--- config.mk ---
export PLATFORM = sky130hd
export DESIGN_NAME = axi3_exerciser
export DESIGN_NICKNAME = d
export VERILOG_FILES = /design/src/rtl/axi3_exerciser.sv
export SDC_FILE = /design/constraint.sdc
export NUM_CORES = 1
export LEC_CHECK = 0
export CORE_AREA = 3 3 271 273
export DETAILED_ROUTE_END_ITERATION = 12
export DIE_AREA = 0 0 274 276
export GPL_ROUTABILITY_DRIVEN = 0
export PLACE_DENSITY = 0.43
export SLEW_MARGIN = 30
export SYNTH_ARGS = -nofsm -noshare
export SYNTH_HDL_FRONTEND = slang
export SYNTH_SLANG_ARGS = --single-unit
--- constraint.sdc ---
create_clock -name clk -period 2.95 [get_ports clk]
set_input_delay 0.59 -clock clk [delete_from_list [all_inputs] [get_ports clk]]
set_output_delay 0.59 -clock clk [all_outputs]
set_load 0.05 [all_outputs]
--- src/rtl/axi3_exerciser.sv ---
// AXI3 master for one HBM pseudo-channel: constant-zero tie-off (MODE=0) or
// self-checking write/read-back burst exerciser (MODE=1).
//
// state   | meaning
// --------+-----------------------------------------------
// S_IDLE  | waiting for start
// S_AW    | write address valid, waiting for AWREADY
// S_W     | streaming BURST_LEN write beats
// S_B     | waiting for write response
// S_AR    | read address valid, waiting for ARREADY
// S_R     | receiving and checking BURST_LEN read beats
// S_DONE  | one-cycle pass-complete pulse
module axi3_exerciser #(
  parameter int          DW         = 256,
  parameter int          IW         = 6,
  parameter int          AW         = 34,
  parameter int          MODE       = 0,
  parameter logic [63:0] BASE_ADDR  = 64'h0,
  parameter int          BURST_LEN  = 16,
  parameter int          NUM_BURSTS = 4
) (
  input  logic            clk,
  input  logic            resetn,
  input  logic            start,
  output logic            busy,
  output logic            done,
  output logic [31:0]     error_count,

  output logic [AW-1:0]   m_axi_awaddr,
  output logic [3:0]      m_axi_awlen,
  output logic [2:0]      m_axi_awsize,
  output logic [IW-1:0]   m_axi_awid,
  output logic [1:0]      m_axi_awburst,
  output logic            m_axi_awvalid,
  input  logic            m_axi_awready,

  output logic [DW-1:0]   m_axi_wdata,
  output logic [DW/8-1:0] m_axi_wstrb,
  output logic            m_axi_wvalid,
  output logic            m_axi_wlast,
  input  logic            m_axi_wready,

  input  logic [1:0]      m_axi_bresp,
  input  logic            m_axi_bvalid,
  output logic            m_axi_bready,

  output logic [AW-1:0]   m_axi_araddr,
  output logic            m_axi_arvalid,
  output logic [IW-1:0]   m_axi_arid,
  output logic [3:0]      m_axi_arlen,
  output logic [2:0]      m_axi_arsize,
  output logic [1:0]      m_axi_arburst,
  input  logic            m_axi_arready,

  input  logic [DW-1:0]   m_axi_rdata,
  input  logic            m_axi_rvalid,
  input  logic [1:0]      m_axi_rresp,
  input  logic            m_axi_rlast,
  output logic            m_axi_rready
);

  localparam int            NBYTES     = DW / 8;
  localparam bit            EXER       = (MODE == 1);
  localparam logic [3:0]    LEN        = 4'(BURST_LEN - 1);
  localparam logic [2:0]    SIZE       = 3'($clog2(NBYTES));
  localparam logic [AW-1:0] STRIDE     = AW'(BURST_LEN * NBYTES);
  localparam logic [AW-1:0] BASE       = BASE_ADDR[AW-1:0];
  localparam logic [15:0]   LAST_BURST = 16'(NUM_BURSTS - 1);

  typedef enum logic [2:0] {S_IDLE, S_AW, S_W, S_B, S_AR, S_R, S_DONE} state_t;

  state_t        state, state_nxt;
  logic          aw_v, w_v, b_r, ar_v, r_r;
  logic          go, last_beat, last_burst, beat_err;
  logic [15:0]   burst_cnt;
  logic [3:0]    beat_cnt;
  logic [31:0]   wr_k, rd_k, err_cnt;
  logic [AW-1:0] addr;

  // Start is only honoured from idle, and never in plug mode.
  assign go         = EXER && start && (state == S_IDLE);
  assign last_beat  = (beat_cnt == LEN);
  assign last_burst = (burst_cnt == LAST_BURST);
  assign beat_err   = (m_axi_rdata != {(DW/32){rd_k}}) || (m_axi_rresp != 2'b00) ||
                      (m_axi_rlast != last_beat);

  always_ff @(posedge clk or negedge resetn) begin
    if (!resetn) state <= S_IDLE;
    else         state <= state_nxt;
  end

  always_comb begin
    state_nxt = state;
    aw_v      = 1'b0;
    w_v       = 1'b0;
    b_r       = 1'b0;
    ar_v      = 1'b0;
    r_r       = 1'b0;
    case (state)
      S_IDLE: if (go) state_nxt = S_AW;
      S_AW: begin
        aw_v = 1'b1;
        if (m_axi_awready) state_nxt = S_W;
      end
      S_W: begin
        w_v = 1'b1;
        if (m_axi_wready && last_beat) state_nxt = S_B;
      end
      S_B: begin
        b_r = 1'b1;
        if (m_axi_bvalid) state_nxt = last_burst ? S_AR : S_AW;
      end
      S_AR: begin
        ar_v = 1'b1;
        if (m_axi_arready) state_nxt = S_R;
      end
      S_R: begin
        r_r = 1'b1;
        if (m_axi_rvalid && last_beat) state_nxt = last_burst ? S_DONE : S_AR;
      end
      S_DONE:  state_nxt = S_IDLE;
      default: state_nxt = S_IDLE;
    endcase
  end

  always_ff @(posedge clk or negedge resetn) begin
    if (!resetn) begin
      burst_cnt <= '0;
      beat_cnt  <= '0;
      wr_k      <= '0;
      rd_k      <= '0;
      err_cnt   <= '0;
      addr      <= '0;
    end else begin
      if (go) begin
        burst_cnt <= '0;
        beat_cnt  <= '0;
        wr_k      <= '0;
        rd_k      <= '0;
        err_cnt   <= '0;
        addr      <= BASE;
      end
      if (w_v && m_axi_wready) begin
        wr_k     <= wr_k + 32'd1;
        beat_cnt <= last_beat ? 4'd0 : beat_cnt + 4'd1;
      end
      if (b_r && m_axi_bvalid) begin
        if (m_axi_bresp != 2'b00 && err_cnt != '1) err_cnt <= err_cnt + 32'd1;
        // Read phase replays the same address sequence from the base.
        if (last_burst) begin
          burst_cnt <= '0;
          addr      <= BASE;
        end else begin
          burst_cnt <= burst_cnt + 16'd1;
          addr      <= addr + STRIDE;
        end
      end
      if (r_r && m_axi_rvalid) begin
        rd_k     <= rd_k + 32'd1;
        beat_cnt <= last_beat ? 4'd0 : beat_cnt + 4'd1;
        if (beat_err && err_cnt != '1) err_cnt <= err_cnt + 32'd1;
        if (last_beat) begin
          burst_cnt <= burst_cnt + 16'd1;
          addr      <= addr + STRIDE;
        end
      end
    end
  end

  assign busy        = EXER && (state != S_IDLE) && (state != S_DONE);
  assign done        = EXER && (state == S_DONE);
  assign error_count = err_cnt;

  assign m_axi_awvalid = EXER && aw_v;
  assign m_axi_awaddr  = m_axi_awvalid ? addr : '0;
  assign m_axi_awlen   = m_axi_awvalid ? LEN : '0;
  assign m_axi_awsize  = m_axi_awvalid ? SIZE : '0;
  assign m_axi_awburst = m_axi_awvalid ? 2'b01 : 2'b00;
  assign m_axi_awid    = '0;

  assign m_axi_wvalid  = EXER && w_v;
  assign m_axi_wdata   = m_axi_wvalid ? {(DW/32){wr_k}} : '0;
  assign m_axi_wstrb   = m_axi_wvalid ? '1 : '0;
  assign m_axi_wlast   = m_axi_wvalid && last_beat;

  assign m_axi_bready  = EXER && b_r;

  assign m_axi_arvalid = EXER && ar_v;
  assign m_axi_araddr  = m_axi_arvalid ? addr : '0;
  assign m_axi_arlen   = m_axi_arvalid ? LEN : '0;
  assign m_axi_arsize  = m_axi_arvalid ? SIZE : '0;
  assign m_axi_arburst = m_axi_arvalid ? 2'b01 : 2'b00;
  assign m_axi_arid    = '0;

  assign m_axi_rready  = EXER && r_r;

endmodule
==> flow_summary.ini <==
[drt]
ant_nets = 0
vias = 9585
drt-total-wl_um = 56900
vias_per_cell = 3.60
first_pass_iters = 5
drc_errors = 0
detailedRoute.firstIterationViolations = 536
wl_per_cell_um = 21.4

[timing]
fin_ws_ps = -79.5
fmax_mhz = 330
slew_viol_final = 0
max_slew_margin = 0.614
skew_ps = 10.9
tns_ps = -1360
min_period_ps = 3030
hold_violations = 0
rsz0062_at_grt = yes
fin_crit_sh = 1.03
worst-slew-pin-transition_ps = 577
setup_viol = 28

[synth]
yosys_most_used_dff = dfrtp_1
synth_area_leaders = buf_4 30%, dfrtp_1 22%, xnor2_1 7.5%
synth_area_sq_mm = 0.00994
yosys.area.top_type = buf_4
yosys_warnings = 0
synthArstFlopShare = 1.00
synth_cell_type_count = 64
syn_area_per_cell_sq_um = 8.05
postSynthCellCount = 1234
synth-edff-count = 0
yosysSeqAreaShare = 0.219
ys_ff_latch = 87
synth.top_cell.area_share = 0.298

[final_layout]
multi_input_area_sq_mm = 0.00636
area_growth_syn_to_layout_pct = 49.3
ff_latch_area_sq_mm = 0.00219
drive_gt1_frac = 0.173
final_common_cell = conb_1
final_cell_mix = 394 x conb_1, 262 x clkdlybuf4s50_1, 174 x buf_4
n_fill_cell = 7981
fin_nets = 1969

[power]
leakage_nw = 6.61
power_density_mw_per_mm2 = 286
peakVddDrop_mv = 0.211
power.total_w = 0.00424

[clock_tree]
ctsHoldBuffers = 0
cts-htree-levels = 3
cts.path.max_buffers = 2
clk_pin_slew_worst_paths_ps = 80
clk_latency_ps = 370
cts-root-buf = clkbuf_16
cts_tree = done
numCtsBuffers = 9
cts_sinks = 87

[setup_path]
arrival_ps = 3330
crit_slowest_cell = clkdlybuf4s50_1
cp_max_fo = 15
startpoint_type = input pin
path_delay_family = simple AND/OR/NAND/NOR gates
critical_path_class = input pin to flop
max_stage_delay_ps = 560
cp-end-kind = flop
crit_chain = clkdlybuf4s50_1, nor2b_1, a211oi_1, buf_4, nand4_1, or4_4, nor4_4, a31oi_4, buf_12, buf_16, nand4_1, xnor2_1
cp.required_ps = 3250
path_buf_inv = 4
cpMostUsedCell = nand4_1

[global_routing]
grt_max_degree = 49
grt_pass1_wl_um = 76200
grt-ovfl-total = 0
grt_pass1_vias = 9424
grtUsageTotal = 0.145
grt_antenna_before_repair = 34

[die]
ioPinCount = 695
dieArea_sq_mm = 0.0756
core_sq_mm = 0.0714
rows = 98
die_h_um = 276
die_w_um = 274
start_util = 0.139

[outcome]
status = finished, violations left
violations = negative setup slack

[placement]
dpl.hpwl_um = 50500
port_buffers = 299

[run]
drv_cap = 0

[hold_path]
hp-class = input pin to asynchronous set/reset pin
timing repair:
action	in CTS	in global routing
gates cloned	2	0
gates resized for setup	89	46
setup buffers	7	4
pin swaps	13	17
endpoints found under the setup margin	32	32
registers in the layout, indices dropped and copies added, names as in the netlist:
signal,count
rd_k,32
beat_cnt,4
burst_cnt,16
error_count,32
state,3
layer usage:
metal  wire length (um)  vias up  GRT usage
li1                   -     4420          -
met1              25800     4655      0.193
met2              25600      416      0.228
met3               4530       60     0.0477
met4                740       34     0.0297
met5                222        -          0
kinds of logic after synthesis:
kind of cell	share of synthesized area
buffers and inverters	0.329
other	0.000377
adder cells (fa/ha/maj)	0.00504
AO/OA/AOI/OAI	0.122
AND/OR/NAND/NOR	0.215
flip-flops	0.219
XOR/XNOR	0.105
multiplexers	0.00541
worst paths after layout:
path,startpoint,end,slack [ps],cells past startpoint
min reg2reg,error_count[25],error_count[25],500,1
min,resetn,beat_cnt[1],200,1
max reg2reg,rd_k[4],error_count[22],-20,11
min in group clk,error_count[25],error_count[25],500,1
max,m_axi_rdata[93],error_count[22],-80,12
max in group asynchronous,resetn,rd_k[9],2020,2
Yosys cell counts (20+ instances only):
library cell	count
o22ai_1	20
o21ai_0	40
nor3_1	25
dfrtp_1	87
nand2_1	61
xor2_1	34
nand4_1	40
nand2b_1	51
a21oi_1	21
xnor2_1	85
buf_4	395
nor2_1	52
and3_1	37
nand3_1	33
inv_1	25
clkbuf_1	23
worst reg2reg max path, cell delays in order (launching register included):
cell     delay [ps]
dfrtp_1         420
or4_1           550
o21ai_2         130
buf_4           130
nand4_1         190
or4_4           550
nor4_4          220
a31oi_4         160
buf_12          170
buf_16          160
nand4_1         110
xnor2_1         120
per-stage QoR:
step / instance area (sq um) / util / setup WS [ps] / std cells / hold WS, ps
2_1_floorplan: 11400 / - / 358 / 1627 / 294
3_3_place_gp: 13900 / 0.195 / -743 / 2625 / 476
3_5_place_dp: 13900 / 0.195 / -771 / 2625 / 489
4_1_cts: 14600 / 0.204 / -105 / 2647 / 203
5_1_grt: 14800 / 0.208 / -134 / 2652 / 223
6_report: 14800 / 0.208 / -79.5 / 2661 / 202
area by class of cell:
type / instances / share of cell area
diodes: 10 / 0.00169
clock buffers: 10 / 0.0161
clock inverters: 6 / 0.00388
inverters: 29 / 0.00759
multi-input cells: 1075 / 0.428
flip-flops and latches: 87 / 0.147
well taps: 950 / 0.0801
repair buffers: 494 / 0.315
report_power, final:
| part | switching (W) | internal [W] | leakage, nW |
|---|---|---|---|
| clock network | 0.000596 | 0.000618 | 0.148 |
| logic | 0.00140 | 0.000435 | 5.29 |
| registers | 0 | 0.00119 | 1.18 |
| total | 0.00200 | 0.00224 | 6.61 |
No activity file was read; power rests on OpenSTA's default activity.
